<file path="config.mk">
export PLATFORM = sky130hd
export DESIGN_NAME = spi_shift_engine
export DESIGN_NICKNAME = d
export VERILOG_FILES = /design/src/rtl/spi_shift_engine.sv
export SDC_FILE = /design/constraint.sdc
export NUM_CORES = 1
export LEC_CHECK = 0
export ABC_AREA = 0
export CORE_MARGIN = 2
export CORE_UTILIZATION = 40
export CTS_CLUSTER_DIAMETER = 30
export DETAILED_ROUTE_END_ITERATION = 10
export PLACE_DENSITY = 0.71
export SKIP_LAST_GASP = 1
export SYNTH_ARGS = -nofsm -noshare
export SYNTH_HDL_FRONTEND = slang
export SYNTH_SLANG_ARGS = --single-unit
</file>
<file path="constraint.sdc">
create_clock -name clk -period 1.65 [get_ports clk]
set_input_delay 0.4125 -clock clk [delete_from_list [all_inputs] [get_ports clk]]
set_output_delay 0.4125 -clock clk [all_outputs]
set_load 0.1 [all_outputs]
</file>
<file path="src/rtl/spi_shift_engine.sv">
// SPI master shift engine: AVR-style sck prescaler, one BIT_WIDTH word per transfer.
// Optional build macro SPI_LOOPBACK_EN adds a loopback input that samples mosi instead of miso.
module spi_shift_engine #(
    parameter int BIT_WIDTH = 8
) (
    input  logic                 clk,
    input  logic                 rst_,
    input  logic                 spe,
    input  logic                 dord,
    input  logic                 cpol,
    input  logic                 cpha,
    input  logic [2:0]           clock_rate,
    input  logic [BIT_WIDTH-1:0] txb,
    input  logic                 set_spdr,
    input  logic                 miso,
`ifdef SPI_LOOPBACK_EN
    input  logic                 loopback,
`endif
    output logic [BIT_WIDTH-1:0] rxb,
    output logic                 txc,
    output logic                 transfor,
    output logic                 sck,
    output logic                 mosi
);

    localparam int KW = $clog2(2 * BIT_WIDTH);
    localparam logic [KW-1:0] EDGE_LAST = KW'(2 * BIT_WIDTH - 1);
    localparam logic [KW-1:0] EDGE_STEP = {{(KW-1){1'b0}}, 1'b1};

    typedef enum logic [1:0] {
        ST_IDLE  = 2'd0,
        ST_SHIFT = 2'd1,
        ST_DONE  = 2'd2
    } state_t;

    state_t                 state_r;
    logic [5:0]             div_r;
    logic [5:0]             half_r;
    logic [KW-1:0]          edge_r;
    logic [BIT_WIDTH-1:0]   tx_r;
    logic [BIT_WIDTH-1:0]   rx_r;
    logic                   dord_r;
    logic                   cpol_r;
    logic                   cpha_r;
`ifdef SPI_LOOPBACK_EN
    logic                   lb_r;
`endif

    logic                   sample_bit_s;
    logic                   edge_tick_s;
    logic                   last_edge_s;
    logic                   leading_s;

    // Half-period minus one, so the divider compares against a 0-based count.
    function automatic logic [5:0] half_minus_one(input logic [2:0] rate);
        logic [5:0] h;
        case (rate)
            3'b000:  h = 6'd1;
            3'b001:  h = 6'd7;
            3'b010:  h = 6'd31;
            3'b011:  h = 6'd63;
            3'b100:  h = 6'd0;
            3'b101:  h = 6'd3;
            3'b110:  h = 6'd15;
            3'b111:  h = 6'd31;
            default: h = 6'd1;
        endcase
        return h;
    endfunction

    function automatic logic out_bit(input logic [BIT_WIDTH-1:0] word, input logic lsb_first);
        logic b;
        if (lsb_first) begin
            b = word[0];
        end else begin
            b = word[BIT_WIDTH-1];
        end
        return b;
    endfunction

    function automatic logic [BIT_WIDTH-1:0] shift_out(input logic [BIT_WIDTH-1:0] word,
                                                       input logic lsb_first);
        logic [BIT_WIDTH-1:0] w;
        if (lsb_first) begin
            w = {1'b0, word[BIT_WIDTH-1:1]};
        end else begin
            w = {word[BIT_WIDTH-2:0], 1'b0};
        end
        return w;
    endfunction

    // Received bits enter at the end that leaves the word in native order after BIT_WIDTH samples.
    function automatic logic [BIT_WIDTH-1:0] shift_in(input logic [BIT_WIDTH-1:0] word,
                                                      input logic b, input logic lsb_first);
        logic [BIT_WIDTH-1:0] w;
        if (lsb_first) begin
            w = {b, word[BIT_WIDTH-1:1]};
        end else begin
            w = {word[BIT_WIDTH-2:0], b};
        end
        return w;
    endfunction

    // Serial input source selection.
    always_comb begin
        sample_bit_s = miso;
`ifdef SPI_LOOPBACK_EN
        if (lb_r) begin
            sample_bit_s = mosi;
        end else begin
            sample_bit_s = miso;
        end
`endif
    end

    // Divider terminal count and position of the current sck edge.
    always_comb begin
        edge_tick_s = (div_r == half_r);
        last_edge_s = (edge_r == EDGE_LAST);
        leading_s   = ~edge_r[0];
    end

    // Transfer FSM with all outputs registered.
    always_ff @(posedge clk or negedge rst_) begin
        if (!rst_) begin
            state_r  <= ST_IDLE;
            div_r    <= 6'd0;
            half_r   <= 6'd0;
            edge_r   <= '0;
            tx_r     <= '0;
            rx_r     <= '0;
            dord_r   <= 1'b0;
            cpol_r   <= 1'b0;
            cpha_r   <= 1'b0;
`ifdef SPI_LOOPBACK_EN
            lb_r     <= 1'b0;
`endif
            rxb      <= '0;
            txc      <= 1'b0;
            transfor <= 1'b0;
            sck      <= 1'b0;
            mosi     <= 1'b0;
        end else begin
            txc <= 1'b0;
            case (state_r)
                ST_IDLE: begin
                    sck      <= cpol;
                    transfor <= 1'b0;
                    if (set_spdr && spe) begin
                        state_r  <= ST_SHIFT;
                        transfor <= 1'b1;
                        div_r    <= 6'd0;
                        edge_r   <= '0;
                        half_r   <= half_minus_one(clock_rate);
                        dord_r   <= dord;
                        cpol_r   <= cpol;
                        cpha_r   <= cpha;
                        rx_r     <= '0;
`ifdef SPI_LOOPBACK_EN
                        lb_r     <= loopback;
`endif
                        // With cpha=0 the first bit must already be on the line before the first edge.
                        if (cpha) begin
                            tx_r <= txb;
                        end else begin
                            tx_r <= shift_out(txb, dord);
                            mosi <= out_bit(txb, dord);
                        end
                    end
                end
                ST_SHIFT: begin
                    if (!spe) begin
                        state_r  <= ST_IDLE;
                        sck      <= cpol;
                        transfor <= 1'b0;
                    end else if (edge_tick_s) begin
                        div_r  <= 6'd0;
                        sck    <= ~sck;
                        edge_r <= edge_r + EDGE_STEP;
                        if (leading_s != cpha_r) begin
                            rx_r <= shift_in(rx_r, sample_bit_s, dord_r);
                        end else if (cpha_r || !last_edge_s) begin
                            mosi <= out_bit(tx_r, dord_r);
                            tx_r <= shift_out(tx_r, dord_r);
                        end
                        if (last_edge_s) begin
                            state_r  <= ST_DONE;
                            transfor <= 1'b0;
                        end
                    end else begin
                        div_r <= div_r + 6'd1;
                    end
                end
                ST_DONE: begin
                    txc     <= 1'b1;
                    rxb     <= rx_r;
                    sck     <= cpol;
                    state_r <= ST_IDLE;
                end
                default: begin
                    state_r  <= ST_IDLE;
                    transfor <= 1'b0;
                    sck      <= cpol;
                end
            endcase
        end
    end

endmodule

</file>
# --- Word level (Yosys, flattened, before mapping) ---
# Memory sizes are Yosys's and may differ from the RTL's. A register that Yosys moved wholly into a read port is not among the register bits.
# Index checks and enable logic that the tools add are counted.
totals:
  word_cells: 92
  n_memories: 1
  ff_bits: 42
  romBits: 48
  in_bits: 19
op_classes:
  n_bitwise: 3
  eq_ne: 14
  n_reduce_logical: 14
  n_addsub: 2
  n_mux: 46
mem_list:
  columns: ["name", "depth", "word_bits", "rd", "rd_ports_with_merged_regs", "wr", "line_no", "text"]
  rows:
  - ["(no name shown)", 8, 6, 1, 1, 0, "57", "case (rate)"]
ops:
  columns: ["operator", "count"]
  rows:
  - ["$mux W8", 13]
  - ["$pmux W8 S2", 2]
  - ["$mux W6", 3]
  - ["$mux W1", 16]
  - ["$ne A2 B2 Y1 const B", 7]
  - ["$mux W4", 3]
  - ["$pmux W6 S2", 1]
  - ["$reduce_and A3 Y1", 3]
  - ["$mux W2", 4]
  - ["$pmux W4 S2", 1]
  - ["$reduce_and A7 Y1", 1]
  - ["$add A6 B1 Y6 const B", 1]
  - ["$eq A6 B6 Y1", 1]
  - ["$ne A3 B3 Y1 const B", 2]
  - ["$reduce_and A6 Y1", 1]
  - ["$reduce_and A5 Y1", 1]
  - ["$add A4 B1 Y4 const B", 1]
  - ["$eq A4 B4 Y1 const B", 1]
  - ["$pmux W2 S2", 1]
  - ["$reduce_and A4 Y1", 1]
  - ["$not A1 Y1", 3]
  - ["$pmux W1 S3", 1]
  - ["$eq A2 B1 Y1 const B", 1]
  - ["$eq A2 B2 Y1 const B", 1]
  - ["other kinds (8)", 9]

# --- Longest topological paths before layout ---
logic_depth:
  word_depth: 8
  ltp_mapped: 6
  depth_no_buf: 6

# --- Least setup slack after synthesis ---
# Ideal clock, no wire load.
synth_path:
  kind: "register -> register"
  from: "register div_r[5]"
  to: "register mosi"
  t_arrival_ns: 1.521
  path_buffers: 0
  setup_ns: 0.128
  path_slack_ns: 0.001
  stages_incl_launch_ff: 6
  cell_sequence: "dfrtp_1 -> xor2_1 -> nor4_4 -> a31o_2 -> o221ai_2 -> mux2_1"
synth_between:
  elab_chain_cells: 3
synth_rtl:
  columns: ["item", "line_no", "text"]
  rows:
  - ["from (decl)", "37", "logic [5:0] div_r;"]
  - ["from (signal assigned)", "191", "div_r <= div_r + 6'd1;"]
  - ["$eq A6 B6 Y1", "118", "edge_tick_s = (div_r == half_r);"]
  - ["$ne A2 B2 Y1 (no line)", null, null]
  - ["$reduce_and A7 Y1 (no line)", null, null]
  - ["to (signal assigned)", "167", "mosi <= out_bit(txb, dord);"]
  - ["to (signal assigned)", "183", "mosi <= out_bit(tx_r, dord_r);"]
  - ["to (decl)", "23", "output logic mosi"]
# Every way passes these cells.
# A chain may end at the register's enable or synchronous reset.

# --- Worst setup path in the final report ---
layout_path:
  from: "register half_r[5]"
  to: "register rx_r[4]"
layout_between:
  elab_chain_cells: 3
layout_rtl:
  columns: ["item", "line_no", "text"]
  rows:
  - ["from (decl)", "38", "logic [5:0] half_r;"]
  - ["$eq A6 B6 Y1", "118", null]
  - ["$ne A2 B2 Y1 (no line)", null, null]
  - ["$reduce_and A5 Y1 (no line)", null, null]
  - ["to (signal assigned)", "181", "rx_r <= shift_in(rx_r, sample_bit_s, dord_r);"]
  - ["to (decl)", "41", "logic [BIT_WIDTH-1:0] rx_r;"]
# Every way passes these cells.

==> results.cfg <==
[timing]
tightest_slew_ns = 0.4350
fin_ws_ns = -0.1032
slew_headroom_pct = 71.00
holdWs_ns = 0.06465
fin_crit_ns = 1.753
skew_ns = 0.009224
finalSetupViolCount = 20
rsz0062_at_grt = yes
finalHoldViolations = 0
period_share_pct = 106.3
fmax_mhz = 570.4
slew_viol_final = 0

[grt]
grt_antenna_before_repair = 0
grt_pass1_vias = 2089
track_usage_pct = 17.05
grt_pass1_wl_um = 9873
overflow = 0
grt_max_degree = 49

[logic_synthesis]
yosys.area_share.simple_pct = 18.41
syn_inst = 256
syn_avg_cell_area_um2 = 9.824
synthTopCellsByArea = dfrtp_1, nand2_1, mux2i_1
ys.flop_type = dfrtp_1
synth_top_area_share_pct = 47.76
muxShareOfSynthArea_pct = 10.85
yosysMostFrequentCell = nand2_1
ys_seq_area_share_pct = 47.76
async_reset_ff_share_pct = 100.0
synth_compound_area_share_pct = 17.06
yosysTopAreaCell = dfrtp_1
synth_commonest_cells = nand2_1, dfrtp_1, o21ai_0, mux2i_1
yosysWarnings = 0
synth_nets = 277
ys_types = 39
synth_seq_cells = 48
synth_fa_ha_area_share_pct = 0.9950
synth_top_family_by_area = simple AND/OR/NAND/NOR gates
synthXorXnorAreaFrac_pct = 2.438
syn-cell-area_um2 = 2515
synth-edff-count = 0

[worst_hold_path]
hold_class = input pin to async pin

[power_and_ir_drop]
p_comb_share_pct = 31.4
total_power_mw = 3.222
power.switching_mw = 1.082
leakage_nw = 1.561
p_int_mw = 2.140
pwr-share-clk_pct = 22.2
swShare_pct = 33.57
power_frac_seq_pct = 46.4
vdd_drop_max_uv = 556.2
p_per_area_nw_per_um2 = 923.9

[setup_path]
rrSetupSlack_ns = -0.10
cp-end-kind = register
worstSetupPathType = register to register
reg2reg_to = rx_r[4]
worst_setup_path_start_kind = register
rr_worst_depth = 6
worst_ep_arrival_time_ns = 1.98
required_ns = 1.88
r2r_start = half_r[5]
worstPathMaxFanout = 8

[clocking]
cts_made_buffers = 5
path_clk_slew_ns = 0.10
cts-root-buf = clkbuf_8
cts_max_level = 2
cts_buffer_depth = 2
cts_tree = done
cts.sinks = 48
ctsHoldBuffers = 0
clock_latency_ns = 0.30

[drt]
wirelength_um = 5790
drt_pass1_iterations = 4
wl_met2_um = 2843
drc = 0
dr_wl_met3_um = 229
top_layer_used = met4
via_count = 2140
ant_nets = 0
post_drt_wl_per_cell_um = 14.58
drtIter0Drc = 104
drt-vias-per-instance = 5.390
wl_met1_um = 2686

[floorplan]
num_rows = 28
die_width_um = 83.29
initial_utilization_pct = 41.98
core-area_um2 = 5991
io_pins = 31
die-height_um = 83.29
dieArea_um2 = 6937

[cells_and_area]
drive_above_1_share_pct = 28.88
num-fill-cells = 487
n_antenna_cell = 0
stdcell_area_um2 = 3487
nets = 342
area_delta_synth_final_pct = 38.66

[placed_design]
dp_hpwl_um = 4061
io_buffers = 30
place_area_um2 = 3261
gp_congestion = 0.7857

[status]
violations = setup timing
outcome = finished with violations

[job]
maxCapViolCount = 0
final cells by class:
class	instances	area, um2	area share [%]
Inverter	5	18.77	0.5382
Timing Repair Buffer	68	733.2	21.03
Clock buffer	5	68.82	1.973
Clock inverter	3	22.52	0.6459
Sequential cell	48	1201	34.45
Multi-Input combinational cell	193	1349	38.68
Tap cell	75	93.84	2.691
critical path, cell delays in order (launching register included):
cell	delay (ns)
dfrtp_1	0.39
xor2_1	0.19
nor4_4	0.39
nand2_1	0.16
nand4bb_1	0.25
buf_6	0.17
o2bb2ai_2	0.13
cell families (layout without fill, tap and decap cells):
logic type	Yosys count	in the layout
AOI/OAI and AO/OA	64	64
xor gates and xnor gates	7	7
adders and majority gates	2	2
buffers and inverters	15	81
DFF	48	48
muxes	26	26
and+or+nand+nor	94	94
power groups by stage:
stage	Clock, mW	Sequential, mW	Combinational (mW)
global route	0.781	1.52	1.10
floorplan	0	1.59	0.514
finish	0.716	1.49	1.01
global placement	0	1.52	0.926
detailed placement	0	1.52	0.955
CTS	0.737	1.49	0.979
state kept, by name, summed over array words and instances (netlist names), 2 cells and up:
name	count
rx_r	8
div_r	6
edge_r	4
half_r	6
tx_r	8
state_r	2
rxb	8
layer usage:
metal | up-vias | GRT usage, %
met1 | 1053 | 23.36
met5 | - | 0
met2 | 39 | 27.64
met4 | 0 | 4.173
li1 | 1044 | -
met3 | 4 | 3.678
stage by stage:
step	utilization, %	setup WS [ns]	setup TNS [ns]	std cells
after global placement	54.43	-0.3703	-7.847	385
final	58.21	-0.1032	-1.535	397
after detailed placement	54.43	-0.4021	-8.982	385
after floorplan	-	0.0009377	0	256
after CTS	56.77	-0.1008	-1.427	395
after global routing	58.21	-0.1559	-3.208	397
how the worst max path moves through the flow:
stage                     end      start  slack (ns)
floorplan                mosi   div_r[5]      0.0009
global route          tx_r[7]  edge_r[0]       -0.16
finish                rx_r[4]  half_r[5]       -0.10
detailed placement    tx_r[1]        spe       -0.40
CTS                 edge_r[0]  half_r[5]       -0.10
global placement      tx_r[3]        spe       -0.37
timing repair:
item,in CTS,in global routing
setup endpoints to repair,24,31
pin swaps,4,3
resized for setup,7,19
buffers inserted,2,2
layout by cell type (no fill, tap or decap), types with 7 or more instances in the layout:
cell type        synthesis  layout
dfrtp_1                 48      48
nand2_1                 49      47
buf_4                    0      34
o21ai_0                 21      20
clkdlybuf4s50_1          0      17
mux2i_1                 16      16
buf_12                   0      14
nand2b_1                 9       9
mux2_2                   9       9
nor2b_1                 10       9
a21oi_1                  8       7
xor2_1                   7       7
a211oi_1                 7       7
Power figures use the tool's default switching activity.
